--- src/rtl/booth_seq_multiplier.sv ---
`timescale 1ns/1ps
`default_nettype none
// ============================================================================
// Module   : booth_seq_multiplier
// Purpose  : Sequential radix-2 Booth multiplier, one step per cycle, with
//            valid/ready handshakes and selectable signed/unsigned operands.
// Revision : 1.0 - initial release
// ============================================================================
module booth_seq_multiplier #(
    parameter int WIDTH = 8
) (
    input  logic                 clk,
    input  logic                 rst,
    input  logic                 in_valid,
    output logic                 in_ready,
    input  logic                 signed_mode,
    input  logic [WIDTH-1:0]     multiplicand,
    input  logic [WIDTH-1:0]     multiplier,
    output logic                 out_valid,
    input  logic                 out_ready,
    output logic [2*WIDTH-1:0]   product,
    output logic                 busy
);

    localparam int EXT_W = WIDTH + 1;
    localparam int CNT_W = $clog2(WIDTH + 2);
    localparam logic [CNT_W-1:0] LAST_STEP = CNT_W'(WIDTH);

    typedef enum logic [1:0] {
        IDLE = 2'd0,
        RUN  = 2'd1,
        DONE = 2'd2
    } state_t;

    state_t               state_q,   state_d;
    logic [EXT_W-1:0]     acc_q,     acc_d;
    logic [EXT_W-1:0]     mcand_q,   mcand_d;
    logic [EXT_W-1:0]     mplier_q,  mplier_d;
    logic                 q_1_q,     q_1_d;
    logic [CNT_W-1:0]     cnt_q,     cnt_d;
    logic [2*WIDTH-1:0]   product_q, product_d;

    logic [EXT_W-1:0]     w_sum;
    logic [2*EXT_W-1:0]   w_shifted;

    always_comb begin
        state_d   = state_q;
        acc_d     = acc_q;
        mcand_d   = mcand_q;
        mplier_d  = mplier_q;
        q_1_d     = q_1_q;
        cnt_d     = cnt_q;
        product_d = product_q;

        unique case ({mplier_q[0], q_1_q})
            2'b01:   w_sum = acc_q + mcand_q;
            2'b10:   w_sum = acc_q - mcand_q;
            default: w_sum = acc_q;
        endcase
        // Arithmetic right shift of {A, Q}; the bit leaving Q becomes q_1.
        w_shifted = {w_sum[EXT_W-1], w_sum, mplier_q[EXT_W-1:1]};

        unique case (state_q)
            IDLE: begin
                if (in_valid) begin
                    // Extending to WIDTH+1 bits lets unsigned operands run through the signed Booth recoding.
                    mcand_d  = {signed_mode & multiplicand[WIDTH-1], multiplicand};
                    mplier_d = {signed_mode & multiplier[WIDTH-1], multiplier};
                    acc_d    = '0;
                    q_1_d    = 1'b0;
                    cnt_d    = '0;
                    state_d  = RUN;
                end
            end
            RUN: begin
                acc_d    = w_shifted[2*EXT_W-1:EXT_W];
                mplier_d = w_shifted[EXT_W-1:0];
                q_1_d    = mplier_q[0];
                cnt_d    = cnt_q + CNT_W'(1);
                if (cnt_q == LAST_STEP) begin
                    product_d = w_shifted[2*WIDTH-1:0];
                    state_d   = DONE;
                end
            end
            DONE: begin
                if (out_ready) begin
                    state_d = IDLE;
                end
            end
            default: state_d = IDLE;
        endcase
    end

    always_ff @(posedge clk) begin
        if (rst) begin
            state_q   <= IDLE;
            acc_q     <= '0;
            mcand_q   <= '0;
            mplier_q  <= '0;
            q_1_q     <= 1'b0;
            cnt_q     <= '0;
            product_q <= '0;
        end else begin
            state_q   <= state_d;
            acc_q     <= acc_d;
            mcand_q   <= mcand_d;
            mplier_q  <= mplier_d;
            q_1_q     <= q_1_d;
            cnt_q     <= cnt_d;
            product_q <= product_d;
        end
    end

    assign in_ready  = (state_q == IDLE);
    assign out_valid = (state_q == DONE);
    assign busy      = (state_q == RUN) || (state_q == DONE);
    assign product   = product_q;

endmodule
`default_nettype wire

--- config.mk ---
export PLATFORM = sky130hd
export DESIGN_NAME = booth_seq_multiplier
export DESIGN_NICKNAME = d
export VERILOG_FILES = /design/src/rtl/booth_seq_multiplier.sv
export SDC_FILE = /design/constraint.sdc
export NUM_CORES = 1
export LEC_CHECK = 0
export ABC_CLOCK_PERIOD_IN_PS = 3300
export BUFFER_PORTS_ARGS = -buffer_cell sky130_fd_sc_hd__buf_2
export CAP_MARGIN = 20
export CORE_MARGIN = 1
export CORE_UTILIZATION = 56
export CTS_CLUSTER_DIAMETER = 100
export DETAILED_ROUTE_END_ITERATION = 8
export PLACE_DENSITY_LB_ADDON = 0.3
export SYNTH_ARGS = -nofsm -noshare
export SYNTH_HDL_FRONTEND = slang
export SYNTH_SLANG_ARGS = --single-unit
export TNS_END_PERCENT = 20
--- constraint.sdc ---
create_clock -name clk -period 3.3 [get_ports clk]
set_clock_uncertainty 0.15 [all_clocks]
set_input_delay 0.66 -clock clk [delete_from_list [all_inputs] [get_ports clk]]
set_output_delay 0.66 -clock clk [all_outputs]
set_load 0.01 [all_outputs]
# [Word-level counts from Yosys, hierarchy flattened]
# Cells that the tools add are included.
[classes] n_eq_ne=8 bitwise_logic=2 mux=13 n_div=0 shift=0 magnitude_cmp=0 n_reduce_logical=7 add_sub_neg=3 mul=0
[op_table] op="$pmux 9 s2" count=3
[op_table] op="$mux 9" count=2
[op_table] op="$add 9x9->9" count=1
[op_table] op="$sub 9x9->9" count=1
[op_table] op="$pmux 4 s2" count=1
[op_table] op="$mux 2" count=3
[op_table] op="$pmux 2 s3" count=1
[op_table] op="$reduce_and 2->1" count=3
[op_table] op="$add 4x1->4 const B" count=1
[op_table] op="$eq 2x1->1 const B" count=2
[op_table] op="$eq 2x2->1 const B" count=2
[op_table] op="$eq 4x4->1 const B" count=1
[op_table] op="$mux 4" count=1
[op_table] op="$ne 2x2->1 const B" count=2
[op_table] op="$reduce_and 3->1" count=1
[op_table] op="$and 1x1->1" count=2
[op_table] op="$logic_not 2->1" count=1
[op_table] op="$ne 2x1->1 const B" count=1
[op_table] op="$pmux 1 s2" count=1
[op_table] op="$reduce_bool 2->1" count=1
[op_table] op="$logic_or 1x1->1" count=1
[op_table] op="$mux 1" count=1
[word_totals] romBits=0 latch_bits=0 input_bits=21 mem_count=0 ram_bits=0 register_bits=50 word_cells=40

# [Depth between registers and ports, before layout]
# Gate-level depths: netlist of run 1.
[depth] depth_word=3 ltp_mapped=12

# [Worst setup path after synthesis of run 1]
# Ideal clock, no wire load.
[synth_path] path_kind="register -> register" start="register mplier_q[0]" end="register acc_q[5]" setup_slack_ns=0.650 required_time_ns=3.080 path_stages_with_launch=11 t_arrival_ns=2.430 synth_period_minus_slack_ns=2.650 cell_sequence="dfxtp_1 > ha_1 > clkbuf_1 > mux2_2 > fa_1 > and2b_1 > nor2_2 > o21ai_2 > nor2_1 > or4_1 > a21oi_1"
[synth_between] elab_chain_cells=3
[synth_lines] item="start: declaration" line="38" source="logic [EXT_W-1:0] mplier_q, mplier_d;"
[synth_lines] item="start signal: assignment" line="107" source="mplier_q <= mplier_d;"
[synth_lines] item="$eq 2x2->1 / $eq 2x1->1 (equally long branches)" line="55" source="unique case ({mplier_q[0], q_1_q})"
[synth_lines] item="$pmux 9 s2 (*)" line="55"
[synth_lines] item="$pmux 9 s2 (*)" line="63" source="unique case (state_q)"
[synth_lines] item="end signal: assignment" line="97" source="acc_q <= '0;"
[synth_lines] item="end signal: assignment" line="105" source="acc_q <= acc_d;"
[synth_lines] item="end: declaration" line="36" source="logic [EXT_W-1:0] acc_q, acc_d;"
# Mark *: on every way between the ends. The rest lies on a longest branch, timed or not.
# A chain may end at the register's enable or synchronous reset.

# [Worst setup path in the final report of run 1]
[layout_path] start="register mcand_q[0]" end="register acc_q[5]"
[layout_between] elab_chain_cells=3
[layout_lines] item="start: declaration" line="37" source="logic [EXT_W-1:0] mcand_q, mcand_d;"
[layout_lines] item="start signal: assignment" line="106" source="mcand_q <= mcand_d;"
[layout_lines] item="$sub 9x9->9 / $add 9x9->9 (equally long branches)" line="57, 56"
[layout_lines] item="$pmux 9 s2 (*)" line="55"
[layout_lines] item="$pmux 9 s2 (*)" line="63"
# Marked as above.

==> results.tsv, run 1 <==
stage	metric	value	unit
run_status	status	completed	
worst_hold_path	Hold Crit Class	reg2reg	
place	Final HPWL DP	4050	um
clock_network	CTS Buf Count	5	
finish	utilization after layout	66.1	%
synth	Yosys Warn Count	0	
clock_network	worst skew pair latency	0.30	ns
sta	Tmin final	2.77	ns
route	Antenna Nets Post-Route	0	
synth	cells after synthesis	319	
clock_network	Resize count post-CTS	0	
finish	design area	0.00292	sq mm
synth	ys async rst share	0	%
power_and_ir_drop	pwr/cell area	541	mW/mm^2
route	via count	2335	
critical_path	CP endpoint kind	flip-flop	
clock_network	CTS tree	built	
critical_path	Worst EP arrival	2.85	ns
clock_network	Clock Pin Slew Worst Setup and Hold Paths	0.09	ns
clock_network	Root Driver	clkbuf_8	
sta	final setup vio count	0	
clock_network	post-CTS setup repair buffer count	0	
critical_path	CP required	3.38	ns
finish	Final nets	388	
synth	top cell type's share of synthesized area	37.8	%
grt	first-pass GRT wire length	9550	um
critical_path	top cell family by delay on the critical path	compound AO/OA/AOI/OAI gates	
sta	worst-margin pin slew	0.672	ns
place	Placer Congestion	0.882	
synth	#FFs+latches synth	49	
synth	Unique masters post-synth	53	
critical_path	kind of critical path	reg2reg	
critical_path	CP Max Fanout	6	
synth	Syn Area/Cell	8.14	sq um
sta	max-slew violations	0	
synth	area leader, netlist	dfxtp_1	
critical_path	CP peak stage delay	0.47	ns
synth	Seq/Total Area, Yosys	37.8	%
die	Vert. Die Dim	70.1	um
clock_network	Hold-fix buffers, CTS	0	
critical_path	crit path launch type	flip-flop	
clock_network	H-tree depth	2	
power_and_ir_drop	VDD IR max	0.314	mV
sta	Peak Freq	360	MHz
sta	unrepaired setup endpoints after global routing	false	
synth	number of synthesized flops with an enable pin	0	
grt	initial antenna violation count	0	
power_and_ir_drop	Static Leak	1.17	nW
grt	pin count of the biggest net entering global routing	38	
critical_path	CP Cell Sequence	inv_1 -> ha_1 -> a21oi_1 -> xnor2_1 -> ha_1 -> a21o_1 -> a21oi_2 -> o21ai_2 -> and2_4 -> or4_1 -> a21oi_1	
die	Core Area	0.00441	sq mm
grt	GRT Residual Overflow	0	
die	Top-Level Pins	40	
die	starting density of the core	58.8	%
route	initial detailed-routing violation count	129	
power_and_ir_drop	post-layout power	1.58	mW
route	# DRC	0	
finish	share of layout cells above drive strength 1	16.8	%
clock_network	clock buffer depth	2	
place	placed cell areas	0.00280	sq mm
route	Vias/cell	5.78	
sta	WHS	0.303	ns
clock_network	clock sinks	49	
place	IO Port Bufs	39	
sta	Fin. Hold Viols	0	
die	Die Area	0.00491	sq mm
grt	vias in the first global route	2137	
synth	post-synthesis cell area	0.00260	sq mm
finish	# diodes	0	
route	Initial DRT Pass Iterations	6	
synth	Synth area leaders	dfxtp_1 (38%), ha_1 (7.2%), nand2_1 (7.2%)	
critical_path	WP buf/inv	1	
critical_path	slowest CP cell	or4_1	
route	per-cell routed wire length	13.7	um
job	max-capacitance violation count	0	
sta	Max transition margin	55.2	%
finish	Area growth, synth to finish	12.3	%
grt	Tot GR Track Use	23.8	%
sta	final worst-path cycle share	84.1	%
route	drt total wl	5520	um
sta	Setup TNS	0	ns
synth	Synth Net Count	356	
synth	Primary FF master, synth	dfxtp_1	
die	DIE WIDTH	70.1	um
die	Std-Cell Rows	24	
-- path summary, 6_finish.rpt --
| check | startpoint | end | slack [ns] | cells after the start |
|---|---|---|---|---|
| max | mcand_q[0] | acc_q[5] | 0.53 | 11 |
| min | product[0] | product[0] | 0.30 | 2 |
| max reg2reg | mcand_q[0] | acc_q[5] | 0.53 | 11 |
| min reg2reg | product[0] | product[0] | 0.30 | 2 |
-- report_power, final --
part	switching (mW)	internal, mW	leakage (nW)	total [mW]
logic	0.280	0.193	0.718	0.473
clock network	0.195	0.246	0.0574	0.441
registers	0.0350	0.629	0.399	0.664
-- per-layer routing --
layer  track usage, %  part of all wire (%)
met1             30.7                    46
met4             9.33                   2.8
met5                0                     0
met2             40.0                    47
met3             3.46                   4.0
-- stage by stage --
step / cells / setup WS, ns
floorplan: 319 / 0.650
global placement: 396 / 0.644
detailed placement: 396 / 0.578
CTS: 404 / 0.562
global route: 404 / 0.328
finish: 404 / 0.525
-- cell type report --
type,instances,area [sq um]
inverters,15,56.3
multi-input cells,237,1470
flip-flops and latches,49,981
well taps,52,65.1
clock buffers,6,82.6
fillers,401,1500
clock inverters,2,37.5
repair buffers,43,225
-- registers in the layout (all words and copies together), names as in the netlist --
name / count
state_q: 2
cnt_q: 4
q_1_q: 1
acc_q: 8
mcand_q: 9
product: 16
mplier_q: 9
-- tightest hold or removal path, cell delays in order, from the launching register on --
cell     delay, ns
dfxtp_1       0.31
nand2_1       0.05
a21oi_1       0.05
-- placed cells by master, fill, tap and decap left out, types with 2 or more instances in the layout --
master and instances:
nand3_1 5, a31oi_1 5, nor3_1 8, nand3b_1 2, o211ai_1 2, buf_2 39, and2_1 2, a2bb2oi_1 2
nor2b_1 4, inv_1 15, o21ai_0 5, o21a_1 3, nor2_1 34, mux2i_1 11, a21o_1 3, xnor2_1 9
a22oi_1 5, o21ai_1 3, dfxtp_1 49, or4_1 2, a211oi_1 10, buf_4 4, nand2_1 50, ha_1 15
o31ai_1 2, a21oi_1 33, clkbuf_8 6
-- cell usage after synthesis (all sizes together), types with 2 or more instances --
cell type,count
nor2b,4
o21a,3
o31ai,2
nor2,35
a31oi,5
nand2b,2
nand3,5
a211oi,10
o21ai,9
a2bb2oi,2
clkbuf,12
nand3b,2
o211ai,2
dfxtp,49
ha,15
nor3,8
or4,2
a21o,3
a21oi,34
a22oi,5
inv,15
nand2,50
and2,4
xnor2,9
mux2i,11
buf,5
-- cells by family after synthesis --
kind of cell / after synthesis / share of synthesized area, %
buf+inv: 33 / 5.64
fa+ha+maj: 16 / 8.00
xor+xnor: 10 / 3.37
flops: 49 / 37.8
compound gates: 81 / 19.7
simple gates: 118 / 20.9
mux: 12 / 4.67
Note: power is estimated with default switching activity, not from simulation.
==> run 2: changes to the inputs <==
Settings changed: ABC_CLOCK_PERIOD_IN_PS 3300 to 2530, CORE_UTILIZATION 56 to 51.
Clock period 3.3 ns to 2.53 ns, I/O delays scaled along.
==> run 2 against run 1 <==
Against the previous run: the flow now finishes with violations (setup timing); non-clock buffer count increased by 22; routed wire length increased by 19%; flip-flop and latch count unchanged; critical path depth increased by 1; sequential power increased by 31%; setup slack got worse by 0.60 ns; fmax increased by 6.3%; first-iteration DRC count increased by 27%; count of clock-buffer cells in the layout decreased by 1; critical endpoint is now product[12]; highest routed layer unchanged.
==> results.tsv, run 2 (synthesis results as in run 1) <==
stage	metric	value	unit
sta	max-slew violations	0	
job	max-capacitance violation count	0	
power_and_ir_drop	VDD IR max	0.511	mV
grt	first-pass GRT wire length	10200	um
clock_network	H-tree depth	2	
critical_path	kind of critical path	reg2reg	
clock_network	clock buffer depth	2	
finish	most frequent cells in the layout	nand2_1 (50), dfxtp_1 (44), buf_2 (39)	
clock_network	worst skew pair latency	0.31	ns
route	Antenna Nets Post-Route	0	
grt	GRT Residual Overflow	0	
finish	Area growth, synth to finish	25.2	%
place	Final HPWL DP	4370	um
power_and_ir_drop	Static Leak	1.33	nW
critical_path	CP Cell Sequence	inv_2 -> ha_4 -> buf_6 -> nor2_4 -> xnor2_2 -> ha_1 -> and2b_2 -> nor2_4 -> nor2b_4 -> or4_4 -> a31oi_1 -> nor3_1	
critical_path	CP required	2.57	ns
run_status	failing checks	setup timing	
finish	Final nets	410	
clock_network	clock sinks	49	
route	Initial DRT Pass Iterations	4	
critical_path	CP peak stage delay	0.48	ns
route	Vias/cell	5.50	
critical_path	CP endpoint kind	flip-flop	
place	Placer Congestion	0.852	
worst_hold_path	Hold Crit Class	in2reg	
route	per-cell routed wire length	14.9	um
sta	Max transition margin	63.3	%
sta	Setup TNS	-0.223	ns
sta	Peak Freq	383	MHz
clock_network	Hold-fix buffers, CTS	0	
grt	Tot GR Track Use	25.1	%
grt	global route hottest layer	met2	
grt	met1 Use GR	32.9	%
finish	share of layout cells above drive strength 1	29.4	%
route	via count	2427	
die	starting density of the core	53.9	%
critical_path	CP Max Fanout	4	
sta	unrepaired setup endpoints after global routing	true	
sta	WHS	0.268	ns
critical_path	top cell family by delay on the critical path	simple AND/OR/NAND/NOR gates	
clock_network	Clock Pin Slew Worst Setup and Hold Paths	0.10	ns
sta	final setup vio count	6	
sta	Tmin final	2.61	ns
route	initial detailed-routing violation count	164	
critical_path	Worst EP arrival	2.65	ns
critical_path	crit path launch type	flip-flop	
die	Core Area	0.00482	sq mm
grt	GRT met2 Usage	40.6	%
run_status	status	finished with violations	
die	Std-Cell Rows	25	
finish	# diodes	0	
grt	pin count of the biggest net entering global routing	27	
place	IO Port Bufs	39	
critical_path	most frequent CP cell	nor2_4	
clock_network	Root Driver	clkbuf_8	
route	drt total wl	6550	um
sta	setup ws final	-0.0793	ns
die	Die Area	0.00538	sq mm
clock_network	CTS tree	built	
route	# DRC	0	
power_and_ir_drop	pwr/cell area	699	mW/mm^2
sta	Fin. Hold Viols	0	
sta	worst-margin pin slew	0.551	ns
die	Vert. Die Dim	73.4	um
finish	max reg flops	16	
finish	commonest non-fill, non-tap cell in the layout	nand2_1	
critical_path	WP buf/inv	2	
die	Top-Level Pins	40	
clock_network	CTS Buf Count	5	
sta	final worst-path cycle share	103	%
die	DIE WIDTH	73.4	um
grt	met3 usage	4.66	%
grt	vias in the first global route	2202	
grt	initial antenna violation count	0	
critical_path	slowest CP cell	or4_4	
## run 2: cell count changes in the layout (fill, tap and decap cells not counted), moves of 4 or more
cell,previous run,this run
buf_6,0,4
inv_1,15,11
dfxtp_2,0,4
buf_4,4,22
dfxtp_1,49,44
## run 2: layout make-up
cell class	instances	area, sq um
well taps	67	83.8
repair buffers	65	405
clock inverters	3	43.8
multi-input cells	237	1600
clock buffers	5	68.8
inverters	15	58.8
fillers	399	1570
flip-flops and latches	49	990
## run 2: path summary, 6_finish.rpt
kind              startpoint           to  slack [ns]  cells past startpoint
max                    q_1_q  product[12]       -0.08                     12
min reg2reg       product[5]   product[5]        0.31                      2
max reg2reg            q_1_q  product[12]       -0.08                     12
min          multiplicand[1]   mcand_q[1]        0.27                      3
## run 2: metrics by stage
stage	setup slack (ns)	cell area [sq um]	utilization [%]	power [mW]	instances
2_1_floorplan	0.00599	2610	-	1.38	319
3_3_place_gp	-0.0474	2940	61.1	1.55	427
3_5_place_dp	-0.0995	2940	61.1	1.56	427
4_1_cts	-0.0335	3110	64.6	2.17	435
5_1_grt	-0.185	3250	67.5	2.38	441
6_report	-0.0793	3250	67.5	2.27	441
## run 2: report_power, final
| group | internal [mW] | switching, mW |
|---|---|---|
| combinational | 0.384 | 0.446 |
| sequential | 0.821 | 0.0498 |
| clock | 0.297 | 0.276 |
| total | 1.50 | 0.772 |
## run 2: worst register-to-register path: cells and delay by family (launching register included)
| kind | cells | cell delay, ns |
|---|---|---|
| AND/OR/NAND/NOR | 6 | 1.09 |
| flip-flops | 1 | 0.34 |
| AO/OA/AOI/OAI | 1 | 0.17 |
| XOR/XNOR | 1 | 0.13 |
| buffers and inverters | 2 | 0.17 |
| adder cells (fa/ha/maj) | 2 | 0.43 |
## run 2: what timing repair did
action	in CTS	in global routing
setup buffers	0	7
resized for setup	16	26
setup endpoints to repair	9	10
pin swaps	8	18
## run 2: per-layer routing
layer	wire length [um]	part of all wire, %
met5	0	0
met4	115	1.8
met3	325	5.0
met2	3280	50
met1	2840	43
==> run 3: changes to the inputs <==
Settings changed: ABC_CLOCK_PERIOD_IN_PS 2530 to 2600, CORE_UTILIZATION 51 to 59, CTS_BUF_LIST from default to sky130_fd_sc_hd__clkbuf_4 sky130_fd_sc_hd__clkbuf_8.
Clock period 2.53 ns to 2.6 ns, I/O delays scaled along.
==> run 3 against run 2 <==
Against the previous run: the run still ends with setup timing left; routed wire length decreased by 5.7%; final cell count decreased by 5.7%; fmax decreased by 0.25%; via count decreased by 1.6%; non-clock buffer count decreased by 8; count of clock-buffer cells in the layout increased by 2; register-to-register slack improved by 0.06 ns; combinational power decreased by 8.9%; global-route usage increased by 1.5 points; design area decreased by 3.5%; critical endpoint is now acc_q[5].
==> results.tsv, run 3 (synthesis results as in run 1) <==
stage	metric	value	unit
run_status	status	finished with violations	
run_status	failing checks	setup timing	
clock_network	Clock Pin Slew Worst Setup and Hold Paths	0.09	ns
finish	# diodes	0	
worst_hold_path	Hold Crit Class	in2reg	
sta	Tmin final	2.62	ns
sta	Max transition margin	54.5	%
finish	share of layout cells above drive strength 1	26.8	%
die	Std-Cell Rows	23	
critical_path	CP peak stage delay	0.42	ns
power_and_ir_drop	pwr/cell area	693	mW/mm^2
power_and_ir_drop	power share of the combinational group	34.8	%
critical_path	kind of critical path	reg2reg	
critical_path	CP Max Fanout	3	
power_and_ir_drop	Seq pwr share	39.0	%
die	starting density of the core	63.1	%
power_and_ir_drop	part of the power in the clock network	26.3	%
clock_network	H-tree depth	2	
critical_path	CP required	2.69	ns
route	initial detailed-routing violation count	148	
finish	max reg flops	16	
finish	# fillers	294	
sta	Peak Freq	382	MHz
clock_network	clock sinks	49	
power_and_ir_drop	switching part of the total power	32.6	%
route	# DRC	0	
clock_network	worst skew pair latency	0.30	ns
route	Antenna Nets Post-Route	0	
finish	Area growth, synth to finish	20.8	%
critical_path	CP endpoint kind	flip-flop	
grt	initial antenna violation count	0	
grt	Tot GR Track Use	26.6	%
sta	unrepaired setup endpoints after global routing	true	
critical_path	slowest CP cell	or4_4	
place	Placer Congestion	0.880	
place	IO Port Bufs	39	
die	Vert. Die Dim	68.4	um
critical_path	most frequent CP cell	nor2_2	
clock_network	CTS Buf Count	5	
sta	WHS	0.298	ns
route	Initial DRT Pass Iterations	4	
clock_network	Root Driver	clkbuf_8	
finish	most frequent cells in the layout	nand2_1 (50), dfxtp_1 (44), buf_2 (39)	
grt	pin count of the biggest net entering global routing	38	
clock_network	CTS tree	built	
critical_path	crit path launch type	flip-flop	
critical_path	CP Cell Sequence	inv_2 -> ha_4 -> mux2_4 -> fa_2 -> and2b_1 -> nor2_2 -> o21ai_2 -> nor2_2 -> or4_4 -> a21oi_2	
grt	first-pass GRT wire length	9280	um
critical_path	WP buf/inv	1	
power_and_ir_drop	VDD IR max	0.522	mV
die	Top-Level Pins	40	
clock_network	clock buffer depth	2	
critical_path	top cell family by delay on the critical path	simple AND/OR/NAND/NOR gates	
sta	final setup vio count	1	
sta	final worst-path cycle share	101	%
route	Vias/cell	5.74	
finish	Final nets	402	
power_and_ir_drop	Sw Pwr	708	uW
job	max-capacitance violation count	0	
die	Die Area	0.00467	sq mm
die	DIE WIDTH	68.4	um
route	per-cell routed wire length	14.9	um
finish	utilization after layout	76.3	%
route	drt total wl	6180	um
sta	Fin. Hold Viols	0	
grt	vias in the first global route	2103	
route	via count	2389	
sta	worst-margin pin slew	0.682	ns
die	Core Area	0.00412	sq mm
sta	setup ws final	-0.0159	ns
grt	GRT Residual Overflow	0	
place	Final HPWL DP	4350	um
clock_network	Hold-fix buffers, CTS	0	
finish	commonest non-fill, non-tap cell in the layout	nand2_1	
sta	max-slew violations	0	
power_and_ir_drop	internal power	1.47	mW
power_and_ir_drop	Static Leak	1.28	nW
critical_path	Worst EP arrival	2.70	ns
==> run 3: power by group through the flow <==
stage          clock (mW)  sequential [mW]  combinational, mW
2_1_floorplan           0            0.849              0.482
3_3_place_gp            0            0.857              0.627
3_5_place_dp            0            0.859              0.646
4_1_cts             0.577            0.844              0.673
5_1_grt             0.606            0.853              0.820
6_report            0.571            0.847              0.756
==> run 3: final cells by class <==
class,instances,area [sq um],share of cell area (%)
timing repair buffer,57,334,10.6
tap,50,62.6,1.99
inverter,15,56.3,1.79
sequential,49,987,31.5
clock buffer,7,90.1,2.87
multi-input combinational,237,1580,50.3
clock inverter,1,30.0,0.957
==> run 3: metal layers <==
metal	global-route usage [%]	vias up	part of all wire, %
met5	0	-	0
met4	5.99	0	1.7
met3	5.33	13	4.4
met2	47.9	75	50
met1	32.0	1107	44
li1	-	1194	-
==> run 3: final timing paths <==
check / start / endpoint / slack, ns / depth (start not counted)
setup / recovery: mcand_q[1] / acc_q[5] / -0.02 / 10
hold / removal: multiplicand[2] / mcand_q[2] / 0.30 / 3
setup reg to reg: mcand_q[1] / acc_q[5] / -0.02 / 10
hold reg to reg: product[0] / product[0] / 0.31 / 2
==> run 3: metrics by stage <==
| stage | instances | area (sq um) | setup TNS (ns) | setup WS (ns) | power (mW) |
|---|---|---|---|---|---|
| 6_report | 416 | 3140 | -0.0159 | -0.0159 | 2.17 |
| 5_1_grt | 416 | 3140 | -0.330 | -0.122 | 2.28 |
| 4_1_cts | 415 | 3030 | 0 | 0.00822 | 2.09 |
| 3_5_place_dp | 405 | 2880 | -0.0257 | -0.0195 | 1.51 |
| 3_3_place_gp | 405 | 2880 | 0 | 0.0445 | 1.48 |
| 2_1_floorplan | 319 | 2600 | 0 | 0.0355 | 1.33 |
==> run 3: worst min-delay path, cell delays in order <==
cell and delay, ns:
buf_2 0.09, nand2_1 0.04, a21oi_1 0.05
==> run 3: what timing repair did <==
| item | CTS | global route |
|---|---|---|
| setup endpoints to repair | 4 | 9 |
| buffers inserted | 2 | 1 |
| pin swaps | 3 | 11 |
| resized for setup | 4 | 27 |
